--- config.mk ---
export PLATFORM = sky130hd
export DESIGN_NAME = mac_sequencer_flat
export DESIGN_NICKNAME = d
export VERILOG_FILES = /design/src/rtl/mac_sequencer_if.sv /design/src/rtl/mac_sequencer.sv /design/src/flat_wrapper.sv
export SDC_FILE = /design/constraint.sdc
export NUM_CORES = 1
export LEC_CHECK = 0
export ABC_CLOCK_PERIOD_IN_PS = 3600
export CAP_MARGIN = 20
export CORE_MARGIN = 1
export CORE_UTILIZATION = 50
export DETAILED_ROUTE_END_ITERATION = 16
export MAX_ROUTING_LAYER = met4
export PLACE_DENSITY = 0.86
export SYNTH_ARGS = -nofsm -noshare
export SYNTH_HDL_FRONTEND = slang
export SYNTH_SLANG_ARGS = --single-unit
--- constraint.sdc ---
create_clock -name clk -period 3.6 [get_ports clk]
set_input_delay 0.36 -clock clk [delete_from_list [all_inputs] [get_ports clk]]
set_output_delay 0.36 -clock clk [all_outputs]
set_load 0.02 [all_outputs]
--- src/rtl/mac_sequencer_if.sv ---
`default_nettype none
// ============================================================================
//  mac_sequencer_if : start/result handshakes plus operand-RAM and MAC buses
//  for one mac_sequencer. Optional MAC_SEQ_BIAS_EN adds the bias field.
//  Revision : 1.0
// ============================================================================
interface mac_sequencer_if #(
   parameter int WIDTH  = 8,
   parameter int ADDR_W = 8
);
   logic                     start_valid;
   logic                     start_ready;
   logic [ADDR_W:0]          len;
   logic [ADDR_W-1:0]        a_base;
   logic [ADDR_W-1:0]        b_base;
`ifdef MAC_SEQ_BIAS_EN
   logic signed [WIDTH-1:0]  bias;
`endif
   logic                     rd_en;
   logic [ADDR_W-1:0]        a_addr;
   logic [ADDR_W-1:0]        b_addr;
   logic [WIDTH-1:0]         a_rdata;
   logic [WIDTH-1:0]         b_rdata;
   logic                     mac_clr;
   logic                     mac_en;
   logic [WIDTH-1:0]         mac_a;
   logic [WIDTH-1:0]         mac_b;
   logic [WIDTH-1:0]         mac_out;
   logic                     result_valid;
   logic                     result_ready;
   logic [WIDTH-1:0]         result;
   logic                     len_err;

   // master = the sequencer; slave = scheduler, RAMs and MAC around it
   modport master (
`ifdef MAC_SEQ_BIAS_EN
      input  bias,
`endif
      input  start_valid, len, a_base, b_base,
      output start_ready,
      output rd_en, a_addr, b_addr,
      input  a_rdata, b_rdata,
      output mac_clr, mac_en, mac_a, mac_b,
      input  mac_out,
      output result_valid, result, len_err,
      input  result_ready
   );

   modport slave (
`ifdef MAC_SEQ_BIAS_EN
      output bias,
`endif
      output start_valid, len, a_base, b_base,
      input  start_ready,
      input  rd_en, a_addr, b_addr,
      output a_rdata, b_rdata,
      input  mac_clr, mac_en, mac_a, mac_b,
      output mac_out,
      input  result_valid, result, len_err,
      output result_ready
   );
endinterface
`default_nettype wire

--- src/rtl/mac_sequencer.sv ---
`default_nettype none
// ============================================================================
//  mac_sequencer : drives one MAC and its two operand RAMs through a single
//  dot-product job. Optional MAC_SEQ_BIAS_EN adds a bias preload state.
//  Revision : 1.0
// ============================================================================
module mac_sequencer #(
   parameter int WIDTH   = 8,
   parameter int ADDR_W  = 8,
   parameter int MAX_LEN = 3
) (
   input wire              clk,
   input wire              reset,
   mac_sequencer_if.master bus
);
   localparam int LEN_W = ADDR_W + 1;
`ifdef MAC_SEQ_BIAS_EN
   // The bias enable consumes one of the MAC's accumulation slots.
   localparam logic [LEN_W-1:0] LEN_LIMIT = LEN_W'(MAX_LEN - 1);
`else
   localparam logic [LEN_W-1:0] LEN_LIMIT = LEN_W'(MAX_LEN);
`endif

   typedef enum logic [2:0] {
      S_IDLE    = 3'd0,
      S_CLEAR   = 3'd1,
`ifdef MAC_SEQ_BIAS_EN
      S_BIAS    = 3'd2,
`endif
      S_ISSUE   = 3'd3,
      S_DRAIN   = 3'd4,
      S_FLUSH   = 3'd5,
      S_CAPTURE = 3'd6,
      S_DONE    = 3'd7
   } state_t;

   state_t             state_q,    state_d;
   logic [LEN_W-1:0]   k_q,        k_d;
   logic [LEN_W-1:0]   len_q,      len_d;
   logic [ADDR_W-1:0]  a_base_q,   a_base_d;
   logic [ADDR_W-1:0]  b_base_q,   b_base_d;
   logic               vq_q,       vq_d;
   logic               mac_clr_q,  mac_clr_d;
   logic [WIDTH-1:0]   result_q,   result_d;
   logic               len_err_q,  len_err_d;
`ifdef MAC_SEQ_BIAS_EN
   logic [WIDTH-1:0]   bias_q,     bias_d;
`endif

   always_ff @(posedge clk or posedge reset) begin
      if (reset) begin
         state_q   <= S_IDLE;
         k_q       <= '0;
         len_q     <= '0;
         a_base_q  <= '0;
         b_base_q  <= '0;
         vq_q      <= 1'b0;
         mac_clr_q <= 1'b0;
         result_q  <= '0;
         len_err_q <= 1'b0;
`ifdef MAC_SEQ_BIAS_EN
         bias_q    <= '0;
`endif
      end else begin
         state_q   <= state_d;
         k_q       <= k_d;
         len_q     <= len_d;
         a_base_q  <= a_base_d;
         b_base_q  <= b_base_d;
         vq_q      <= vq_d;
         mac_clr_q <= mac_clr_d;
         result_q  <= result_d;
         len_err_q <= len_err_d;
`ifdef MAC_SEQ_BIAS_EN
         bias_q    <= bias_d;
`endif
      end
   end

   always_comb begin
      state_d   = state_q;
      k_d       = k_q;
      len_d     = len_q;
      a_base_d  = a_base_q;
      b_base_d  = b_base_q;
      mac_clr_d = 1'b0;
      result_d  = result_q;
      len_err_d = len_err_q;
      vq_d      = (state_q == S_ISSUE);
`ifdef MAC_SEQ_BIAS_EN
      bias_d    = bias_q;
`endif
      case (state_q)
         S_IDLE: begin
            if (bus.start_valid) begin
               if (bus.len > LEN_LIMIT) begin
                  result_d  = '0;
                  len_err_d = 1'b1;
                  state_d   = S_DONE;
               end else begin
                  len_d     = bus.len;
                  a_base_d  = bus.a_base;
                  b_base_d  = bus.b_base;
                  k_d       = '0;
                  mac_clr_d = 1'b1;
`ifdef MAC_SEQ_BIAS_EN
                  bias_d    = bus.bias;
`endif
                  state_d   = S_CLEAR;
               end
            end
         end
         S_CLEAR: begin
`ifdef MAC_SEQ_BIAS_EN
            state_d = S_BIAS;
`else
            state_d = (len_q == '0) ? S_FLUSH : S_ISSUE;
`endif
         end
`ifdef MAC_SEQ_BIAS_EN
         S_BIAS: begin
            state_d = (len_q == '0) ? S_FLUSH : S_ISSUE;
         end
`endif
         S_ISSUE: begin
            k_d = k_q + 1'b1;
            if (k_d == len_q) begin
               state_d = S_DRAIN;
            end
         end
         S_DRAIN:   state_d = S_FLUSH;
         // The flush enable pushes the completed sum through the quantizer.
         S_FLUSH:   state_d = S_CAPTURE;
         S_CAPTURE: begin
            result_d  = bus.mac_out;
            len_err_d = 1'b0;
            state_d   = S_DONE;
         end
         S_DONE: begin
            if (bus.result_ready) begin
               state_d = S_IDLE;
            end
         end
         default:   state_d = S_IDLE;
      endcase
   end

   always_comb begin
      bus.start_ready  = (state_q == S_IDLE);
      bus.rd_en        = (state_q == S_ISSUE);
      bus.a_addr       = '0;
      bus.b_addr       = '0;
      if (state_q == S_ISSUE) begin
         bus.a_addr = a_base_q + k_q[ADDR_W-1:0];
         bus.b_addr = b_base_q + k_q[ADDR_W-1:0];
      end
      bus.mac_clr      = mac_clr_q;
      bus.mac_en       = vq_q | (state_q == S_FLUSH);
      bus.mac_a        = '0;
      bus.mac_b        = '0;
      if (vq_q) begin
         bus.mac_a = bus.a_rdata;
         bus.mac_b = bus.b_rdata;
      end
`ifdef MAC_SEQ_BIAS_EN
      if (state_q == S_BIAS) begin
         bus.mac_en = 1'b1;
         bus.mac_a  = bias_q;
         bus.mac_b  = WIDTH'(1);
      end
`endif
      bus.result_valid = (state_q == S_DONE);
      bus.result       = result_q;
      bus.len_err      = len_err_q;
   end

endmodule
`default_nettype wire

--- src/flat_wrapper.sv ---
// flat-port wrapper written by rule: the top's interface ports become plain ports
module mac_sequencer_flat 
#(
   parameter int WIDTH   = 8,
   parameter int ADDR_W  = 8,
   parameter int MAX_LEN = 3
)
  (clk, reset, bus_start_valid, bus_len, bus_a_base, bus_b_base, bus_start_ready, bus_rd_en, bus_a_addr, bus_b_addr, bus_a_rdata, bus_b_rdata, bus_mac_clr, bus_mac_en, bus_mac_a, bus_mac_b, bus_mac_out, bus_result_valid, bus_result, bus_len_err, bus_result_ready);
  mac_sequencer_if #(.WIDTH(WIDTH), .ADDR_W(ADDR_W)) bus_i ();
  input wire clk;
  input wire reset;
  input wire logic [$bits(bus_i.start_valid)-1:0] bus_start_valid;
  input wire logic [$bits(bus_i.len)-1:0] bus_len;
  input wire logic [$bits(bus_i.a_base)-1:0] bus_a_base;
  input wire logic [$bits(bus_i.b_base)-1:0] bus_b_base;
  output wire logic [$bits(bus_i.start_ready)-1:0] bus_start_ready;
  output wire logic [$bits(bus_i.rd_en)-1:0] bus_rd_en;
  output wire logic [$bits(bus_i.a_addr)-1:0] bus_a_addr;
  output wire logic [$bits(bus_i.b_addr)-1:0] bus_b_addr;
  input wire logic [$bits(bus_i.a_rdata)-1:0] bus_a_rdata;
  input wire logic [$bits(bus_i.b_rdata)-1:0] bus_b_rdata;
  output wire logic [$bits(bus_i.mac_clr)-1:0] bus_mac_clr;
  output wire logic [$bits(bus_i.mac_en)-1:0] bus_mac_en;
  output wire logic [$bits(bus_i.mac_a)-1:0] bus_mac_a;
  output wire logic [$bits(bus_i.mac_b)-1:0] bus_mac_b;
  input wire logic [$bits(bus_i.mac_out)-1:0] bus_mac_out;
  output wire logic [$bits(bus_i.result_valid)-1:0] bus_result_valid;
  output wire logic [$bits(bus_i.result)-1:0] bus_result;
  output wire logic [$bits(bus_i.len_err)-1:0] bus_len_err;
  input wire logic [$bits(bus_i.result_ready)-1:0] bus_result_ready;
  assign bus_i.start_valid = bus_start_valid;
  assign bus_i.len = bus_len;
  assign bus_i.a_base = bus_a_base;
  assign bus_i.b_base = bus_b_base;
  assign bus_start_ready = bus_i.start_ready;
  assign bus_rd_en = bus_i.rd_en;
  assign bus_a_addr = bus_i.a_addr;
  assign bus_b_addr = bus_i.b_addr;
  assign bus_i.a_rdata = bus_a_rdata;
  assign bus_i.b_rdata = bus_b_rdata;
  assign bus_mac_clr = bus_i.mac_clr;
  assign bus_mac_en = bus_i.mac_en;
  assign bus_mac_a = bus_i.mac_a;
  assign bus_mac_b = bus_i.mac_b;
  assign bus_i.mac_out = bus_mac_out;
  assign bus_result_valid = bus_i.result_valid;
  assign bus_result = bus_i.result;
  assign bus_len_err = bus_i.len_err;
  assign bus_i.result_ready = bus_result_ready;
  mac_sequencer #(.WIDTH(WIDTH), .ADDR_W(ADDR_W), .MAX_LEN(MAX_LEN)) u_core (.clk(clk), .reset(reset), .bus(bus_i));
endmodule
; Word-level counts from Yosys, hierarchy flattened
; Cells that the tools add are included.
[classes]
addsub = 3
order_cmp = 1
n_eq_ne = 12
n_mux = 22
bitwise = 2
reduce_logical = 8
[op_table]
columns = cell, count
row1 = 8-bit 2-to-1 mux, 6
row2 = 3-bit one-hot mux with 7 select lines, 1
row3 = 9-bit 2-to-1 mux, 2
row4 = 9-bit one-hot mux with 2 select lines, 1
row5 = 8-bit adder, 2
row6 = 8-bit one-hot mux with 2 select lines, 1
row7 = 3-bit 2-to-1 mux, 5
row8 = "3-bit equality test, second input constant", 4
row9 = 3-bit AND reduction, 4
row10 = "9-bit by 1-bit adder with 9-bit output, second input constant", 1
row11 = 9-bit equality test, 1
row12 = "9-bit by 2-bit > comparator with 1-bit output, second input constant", 1
row13 = 9-bit zero test, 1
row14 = "2-bit inequality test, second input constant", 3
row15 = 1-bit 2-to-1 mux, 5
row16 = "2-bit by 1-bit inequality test with 1-bit output, second input constant", 2
row17 = 2-bit nonzero test, 2
row18 = "3-bit by 1-bit equality test with 1-bit output, second input constant", 1
row19 = "3-bit by 2-bit equality test with 1-bit output, second input constant", 1
row20 = 3-bit zero test, 1
row21 = 1-bit one-hot mux with 2 select lines, 1
row22 = 1-bit inverter, 1
row23 = 1-bit bitwise OR, 1
[totals]
reg_bits = 48
in_bits = 53
word_cells = 57

; Longest topological paths before layout
; Gate-level depths: netlist of run 1.
[logic_depth]
word_depth = 4
depth_mapped = 8

; Worst setup path after synthesis of run 1
; No wires, ideal clock.
[synth_path]
path_type = register to output
startpoint = reg u_core.k_q[1]
endpoint = out bus_a_addr[7]
arrival_ns = 2.151
t_required_ns = 3.240
path_slack_ns = 1.089
path_stages_with_launch = 8
n_path_buf = 0
cell_sequence = dfrtp_1 -> ha_1 -> a21o_1 -> a21oi_1 -> o21bai_1 -> a2111oi_0 -> o21ai_0 -> a21oi_1
[synth_via]
elab_chain_cells = 2
[synth_rtl]
columns = element, line
row1 = start: declaration, mac_sequencer.sv:38  ; logic [LEN_W-1:0] k_q, k_d;
row2 = start signal: assignment, mac_sequencer.sv:66  ; k_q <= k_d;
row3 = 8-bit adder, mac_sequencer.sv:154  ; bus.a_addr = a_base_q + k_q[ADDR_W-1:0];
row4 = 8-bit 2-to-1 mux, mac_sequencer.sv:153  ; if (state_q == S_ISSUE) begin
row5 = end: declaration, flat_wrapper.sv:18  ; output wire logic [$bits(bus_i.a_addr)-1:0] bus_a_addr;
; No other way between the ends.

; Worst setup path in the final report of run 1
; Same ends and word-level chain as after synthesis.

==> results of run 1 <==
[stage by stage]
stage                     hold WS, ns  area, sq um  setup WS (ns)  utilization
after floorplan                0.4523         2959          1.089            -
after CTS                      0.4936         4090        0.02806       0.7294
after global routing           0.2781         4123        0.03238       0.7352
after detailed placement       0.4691         3975         0.4474       0.7088
final                          0.2696         4123         0.2176       0.7352
after global placement         0.4667         3975         0.5338       0.7088
[worst max path at each step]
stage	startpoint	endpoint	slack, ns	depth (start not counted)
finish	u_core.k_q[1]$_DFFE_PP0P_	bus_a_addr[7]	0.22	8
global route	u_core.k_q[1]$_DFFE_PP0P_	bus_a_addr[7]	0.03	8
CTS	u_core.k_q[1]$_DFFE_PP0P_	bus_b_addr[7]	0.03	8
detailed placement	u_core.k_q[1]$_DFFE_PP0P_	bus_b_addr[7]	0.45	8
global placement	u_core.k_q[1]$_DFFE_PP0P_	bus_a_addr[7]	0.53	8
floorplan	u_core.k_q[1]$_DFFE_PP0P_	bus_a_addr[7]	1.09	7
[sequential cells by signal, indices dropped and copies added (netlist names)]
signal              count
u_core.k_q              9
u_core.len_q            9
u_core.a_base_q         8
u_core.b_base_q         8
u_core.bus.result       8
u_core.state_q          3
u_core.bus.len_err      1
u_core.bus.mac_clr      1
u_core.vq_q             1
[layout make-up]
type / count / area (sq um) / area share
Sequential cell: 48 / 1202 / 0.2917
Clock inverter: 3 / 46.29 / 0.01123
Clock buffer: 5 / 68.82 / 0.01669
Timing Repair Buffer: 102 / 1023 / 0.2483
Tap cell: 72 / 90.09 / 0.02185
Multi-Input combinational cell: 262 / 1654 / 0.4012
Inverter: 10 / 37.54 / 0.009105
[cells by family after synthesis]
kind of cell    after synthesis
compound gates               74
xor+xnor                     21
fa+ha+maj                    17
buf+inv                      26
flops                        48
mux                           1
simple gates                149
[power by group]
part           switching [uW]  leakage, uW  internal (uW)
registers                 178     0.000638            651
clock network             195    0.0000548            209
logic                     499      0.00123            494
total                     872      0.00193           1350
[critical path, delay by kind of cell, from the launching register on]
| kind | cells | cell delay [ns] |
|---|---|---|
| flops | 1 | 0.49 |
| fa+ha+maj | 1 | 0.31 |
| compound gates | 6 | 1.30 |
| buf+inv | 1 | 0.62 |
[Yosys cell counts (2+ instances only)]
library cell | n | area [sq um]
o21ai_0 | 8 | 40.04
or2_2 | 3 | 18.77
xor2_1 | 10 | 87.58
buf_2 | 2 | 10.01
xnor2_1 | 11 | 96.34
o31ai_1 | 3 | 22.52
inv_1 | 9 | 33.78
nand4_1 | 2 | 12.51
and2_1 | 29 | 181.4
nor3_1 | 4 | 20.02
o21ai_1 | 11 | 55.05
ha_1 | 15 | 187.7
buf_4 | 4 | 30.03
nor2_1 | 22 | 82.58
or3_1 | 2 | 12.51
a21o_1 | 5 | 37.54
o21bai_1 | 5 | 37.54
nor3b_1 | 2 | 15.01
a2111oi_0 | 2 | 17.52
a22o_1 | 8 | 70.07
a31oi_1 | 4 | 25.02
clkbuf_1 | 9 | 33.78
nor2b_1 | 4 | 25.02
a21oi_1 | 19 | 95.09
nand3_1 | 6 | 30.03
nand2_1 | 65 | 244.0
dfrtp_1 | 48 | 1201
fa_1 | 2 | 40.04
[layer usage]
layer / global-route usage / up-vias / wire [microns]
met3: 0.04598 / 21 / 398
met1: 0.3289 / 1321 / 3234
met2: 0.4348 / 101 / 3710
li1: - / 1323 / -
met4: 0.08364 / 0 / 206
met5: - / - / 0
[timing repair]
action,4_1_cts,5_1_grt
endpoints found under the hold margin,0,0
resized for setup,0,5
setup endpoints to repair,0,2
==> results by group, run 1 <==
Run status
  – Status: complete, no violations

Final layout
  – Most frequent cells in the layout: clkdlybuf4s50_1, nand2_1, dfrtp_1, and2_1, nor2_1
  – Area Growth Syn to Fin: 39.32%
  – Filler cells: 442
  – Nets: roughly 500
  – Post-route insts no fill: about 500
  – Layout cells sized above 1: 0.06279
  – Diode count: 0
  – Commonest non-fill, non-tap cell in the layout: clkdlybuf4s50_1

Die
  – Chip width: between 70 and 80 microns
  – Initial core utilization: 0.5277
  – Die Ht: slightly below 80 microns
  – Standard-cell rows: 27
  – # IOs: just under 100
  – CORE AREA: ~5600 sq um
  – Die area: a little over 6000 sq um

Routing
  – DRC Markers: 0
  – Drt pass-1 iters: 4
  – Detailed Route Iter0 Violations: about 250
  – Vias per cell: 5.510
  – Final ANT Viol Nets: 0
  – Drt total wl: roughly 7500 microns
  – Via Count: around 2800
  – Drt wl/cell: between 15 and 20 microns

Critical path
  – Cells along the critical path: ha_1 -> a21o_1 -> a21oi_1 -> o21bai_1 -> a2111oi_1 -> o21ai_0 -> a21oi_1 -> clkdlybuf4s50_1
  – R2r setup slk: around 1.3 ns
  – CP required: 3.24 ns
  – Critical-path top delay cell: clkdlybuf4s50_1
  – Crit end category: primary output
  – Kind of critical path: flip-flop to primary output
  – Worst reg2reg endpoint: u_core.k_q[5]$_DFFE_PP0P_
  – Critical path's most frequent cell: a21oi_1
  – Crit start category: flip-flop
  – Worst path max stage delay: around 0.62 ns
  – Reg2reg path depth: 7
  – Reg-to-reg startpoint: u_core.state_q[1]$_DFFE_PP0P_
  – CP max FO: 8
  – Critical Path AT: roughly 3.0 ns

Clock network
  – CTS max path bufs: 2
  – Postcts setup bufs: 0
  – Worst-skew pair later-pin latency: roughly 0.30 ns
  – Cts hold-fix bufs: 0
  – CTS tree: done
  – Clock sink count: 48
  – H-tree depth: 2
  – Total CTS buffers: 5
  – Clk pin slew, worst setup/hold paths: around 0.090 ns
  – Root Buffer: clkbuf_8

GRT
  – Antenna violations before repair: 0
  – GRT Util Overall: 0.2626
  – First-pass GRT wire length: 12390 microns
  – Remaining Overflow, GRT: 0
  – Vias in the first global route: ~2700
  – Largest net degree at the start of global routing: 49

STA
  – Min cycle time layout: around 3.4 ns
  – Final Cycle Share: 0.9396
  – Pins Over Slew Limit: 0
  – Setup violators final: 0
  – Final hold viol count: 0
  – Skew final: 0.002807 ns
  – Worst-Margin Slew: 0.5714 ns
  – Fmax: between 200 and 300 MHz
  – Max_slew headroom: 0.6162
  – Setup TNS: 0 ns
  – RSZ-0062 raised after global routing: no

Synthesis
  – Cell variety after synth: 50
  – Asr flop ratio synth: 1.000
  – Yosys reg bits: 48
  – Yosys synthesis warning count: 0
  – Compound-Gate Fraction of Synth Area: 0.1641
  – Synthesized instance count: between 300 and 400
  – Register area share after synthesis: 0.4059
  – Syn nets: between 400 and 500
  – Number of synthesized flops with an enable pin: 0
  – Largest family of logic cells by synthesized area: simple AND/OR/NAND/NOR gates
  – Adder-cell share of the synthesized area: 0.07696
  – Synthesized cell area: around 3000 sq um
  – Most used DFF post-synth: dfrtp_1
  – Post-Synth XOR/XNOR Area: 0.06216
  – Syn Area/Cell: ~8.8 sq um
  – Post-synthesis mux area share: 0.003383
  – Simple-gate share of the synthesized area: 0.2486

Placement
  – Placed insts: around 490
  – HPWL after DPL: 5464 microns
  – # port buffers: between 90 and 100
  – Gpl congestion: 0.8672

Pwr
  – Power, Total: roughly 2200 uW
  – Pwr dens: around 540 nW/um^2
  – Maximum VDD drop: 0.4902 mV
  – Static leakage: approximately 0.0019 uW

Hold path
  – Worst min path class: input port to async pin

Job
  – Maximum capacitance violations: 0
Power figures use the tool's default switching activity.
==> run 2: changes to the inputs <==
- CTS_BUF_LIST: default -> sky130_fd_sc_hd__clkbuf_16
==> run 2 against run 1 <==
Against the previous run: critical path depth did not move; non-clock buffer count did not move; cell count did not move; register-to-register slack improved by 0.02 ns; clock skew rose by 0.0014 ns; setup slack got worse by 0.033 ns; first-iteration DRC count fell by 14%; flip-flop and latch count did not move; global-route usage rose by 0.59 points; clock power rose by 35%; sequential power barely moved.
==> results by group, run 2 (synthesis results as in run 1) <==
Run status
  – Status: complete, no violations

Final layout
  – Nets: 499 (unchanged)
  – Top flop regs: u_core.k_q x9, u_core.len_q x9
  – Multi-input logic area: 1650 sq um (-0.23%)
  – Commonest non-fill, non-tap cell in the layout: clkdlybuf4s50_1
  – Filler cells: 428 (-3.2%)
  – Area Growth Syn to Fin: 41.10%
  – Design area: 4175 sq um (+1.3%)
  – Storage cell area: 1202 sq um (unchanged)
  – Diode count: 0 (unchanged)
  – Most frequent cells in the layout: clkdlybuf4s50_1, nand2_1, dfrtp_1, and2_1, nor2_1
  – Layout cells sized above 1: 0.06047 (-0.002326)

Clock network
  – Postcts setup bufs: 0 (unchanged)
  – Root Buffer: clkbuf_16
  – Worst-skew pair later-pin latency: 0.29 ns (about the same)
  – Clk pin slew, worst setup/hold paths: 0.07 ns (-0.02 ns)
  – CTS tree: done
  – Total CTS buffers: 5 (unchanged)
  – Clock sink count: 48 (unchanged)
  – H-tree depth: 2 (unchanged)
  – CTS max path bufs: 2 (unchanged)

Critical path
  – CP required: 3.24 ns (about the same)
  – Crit end category: primary output
  – Reg2reg path depth: 7 (unchanged)
  – Cells along the critical path: ha_1 -> a21o_1 -> a21oi_1 -> o21bai_1 -> a2111oi_2 -> o21ai_0 -> a21oi_1 -> clkdlybuf4s50_1
  – Crit start category: flip-flop
  – Worst reg2reg endpoint: u_core.k_q[5]$_DFFE_PP0P_
  – R2r setup slk: 1.34 ns (+0.02 ns)
  – Critical-path top delay cell: clkdlybuf4s50_1
  – Worst path max stage delay: 0.62 ns (about the same)
  – Critical Path AT: 3.06 ns (+0.04 ns)
  – Reg-to-reg startpoint: u_core.state_q[1]$_DFFE_PP0P_
  – Critical path's most frequent cell: a21oi_1
  – Kind of critical path: flip-flop to primary output
  – CP max FO: 8 (unchanged)

Hold path
  – Worst min path class: input port to async pin

Pwr
  – Internal Power: 1476 uW (+9.0%)
  – Sw frac: 0.3774 (-0.01432)
  – Clock share of power: 0.230 (+0.048)
  – Sequential share of power: 0.350 (-0.022)
  – Maximum VDD drop: 0.4434 mV (-9.5%)
  – Comb power frac: 0.421 (-0.025)
  – Pwr dens: 567.8 nW/um^2 (+5.1%)
  – Switch Pwr: 894.7 uW (+2.6%)
  – Static leakage: 0.001950 uW (+1.3%)

STA
  – Setup violators final: 0 (unchanged)
  – Final Cycle Share: 0.9488 (+0.009267)
  – RSZ-0062 raised after global routing: no
  – Min cycle time layout: 3.416 ns (+0.03336 ns)
  – Final hold viol count: 0 (unchanged)
  – Pins Over Slew Limit: 0 (unchanged)
  – Max_slew headroom: 0.6252 (+0.009037)
  – Fmax: 292.8 MHz (-0.98%)
  – Setup TNS: 0 ns (unchanged)
  – Worst-Margin Slew: 0.5579 ns (-0.01345 ns)
  – Skew final: 0.004183 ns (+0.001375 ns)

Routing
  – Final ANT Viol Nets: 0 (unchanged)
  – Drt pass-1 iters: 5 (+1)
  – Via Count: 2812 (+1.7%)
  – Drt total wl: 7665 microns (+1.5%)
  – DRC Markers: 0 (unchanged)
  – Detailed Route Iter0 Violations: 214 (-14%)
  – Vias per cell: 5.602 (+1.7%)
  – Drt wl/cell: 15.27 microns (+1.5%)

GRT
  – Antenna violations before repair: 0 (unchanged)
  – Grt met3 use: 0.04713 (+0.001149)
  – First-pass GRT wire length: 12590 microns (+1.7%)
  – Largest net degree at the start of global routing: 49 (unchanged)
  – Remaining Overflow, GRT: 0 (unchanged)
  – Met2 Usage GRT: 0.4548 (+0.02000)
  – Met1 usage in global routing: 0.3304 (+0.001488)
  – GRT Util Overall: 0.2685 (+0.005876)
  – Grt peak-use layer: met2
  – Vias in the first global route: 2694 (+0.45%)

Job
  – Maximum capacitance violations: 0 (unchanged)

Die
  – CORE AREA: 5608 sq um (unchanged)
  – # IOs: 99 (unchanged)
  – Die area: 6230 sq um (unchanged)
  – Die Ht: 78.93 microns (unchanged)
  – Initial core utilization: 0.5277 (unchanged)
  – Chip width: 78.93 microns (unchanged)
  – Standard-cell rows: 27 (unchanged)

Placement
  – Post-DP Area: 3975 sq um (unchanged)
  – HPWL after DPL: 5464 microns (unchanged)
  – Gpl congestion: 0.8672 (unchanged)
  – # port buffers: 98 (unchanged)
==> run 2: cell counts in the layout (fill, tap and decap cells not counted) <==
No cell type changed its count.
==> run 2: timing repair <==
| item | 4_1_cts | 5_1_grt |
|---|---|---|
| resized for setup | 0 | 4 |
| hold buffers | 0 | 0 |
| setup endpoints to repair | 0 | 2 |
==> run 2: final cells by class <==
class | instances | area share
Inverter | 10 | 0.008990
Tap cell | 72 | 0.02158
Multi-Input combinational cell | 262 | 0.3953
Sequential cell | 48 | 0.2880
Clock inverter | 3 | 0.01109
Clock buffer | 5 | 0.02997
Timing Repair Buffer | 102 | 0.2451
==> run 2: metrics by stage <==
stage / utilization / setup WS, ns / hold WS, ns / total power [uW] / cells
5_1_grt: 0.7445 / 0.02832 / 0.3101 / 2509 / 502
2_1_floorplan: - / 1.089 / 0.4523 / 1429 / 336
3_3_place_gp: 0.7088 / 0.5338 / 0.4667 / 1781 / 493
4_1_cts: 0.7394 / 0.05934 / 0.4870 / 2364 / 501
6_report: 0.7445 / 0.1842 / 0.2901 / 2371 / 502
3_5_place_dp: 0.7088 / 0.4474 / 0.4691 / 1809 / 493
==> run 2: power groups by stage <==
stage / clock network [uW] / logic, uW / registers, uW
2_1_floorplan: 0 / 615 / 814
3_3_place_gp: 0 / 957 / 824
3_5_place_dp: 0 / 980 / 829
4_1_cts: 549 / 993 / 822
5_1_grt: 573 / 1090 / 850
6_report: 545 / 997 / 829
==> run 2: worst max-delay path, delay by kind of cell, from the launching register on <==
family	cells	cell delay, ns
compound gates	6	1.34
fa+ha+maj	1	0.32
buf+inv	1	0.62
flops	1	0.48
==> run 2: how the worst max path moves through the flow <==
stage / start / to / slack [ns] / depth (start not counted)
5_1_grt: u_core.k_q[1]$_DFFE_PP0P_ / bus_b_addr[7] / 0.03 / 8
3_5_place_dp: u_core.k_q[1]$_DFFE_PP0P_ / bus_b_addr[7] / 0.45 / 8
2_1_floorplan: u_core.k_q[1]$_DFFE_PP0P_ / bus_a_addr[7] / 1.09 / 7
3_3_place_gp: u_core.k_q[1]$_DFFE_PP0P_ / bus_a_addr[7] / 0.53 / 8
6_report: u_core.k_q[1]$_DFFE_PP0P_ / bus_b_addr[7] / 0.18 / 8
4_1_cts: u_core.k_q[1]$_DFFE_PP0P_ / bus_b_addr[7] / 0.06 / 8
==> run 2: per-layer routing <==
| metal | routed length [microns] | vias to the layer above |
|---|---|---|
| li1 | - | 1332 |
| met1 | 3240 | 1341 |
| met2 | 3845 | 118 |
| met3 | 405 | 21 |
| met4 | 174 | 0 |
| met5 | 0 | - |
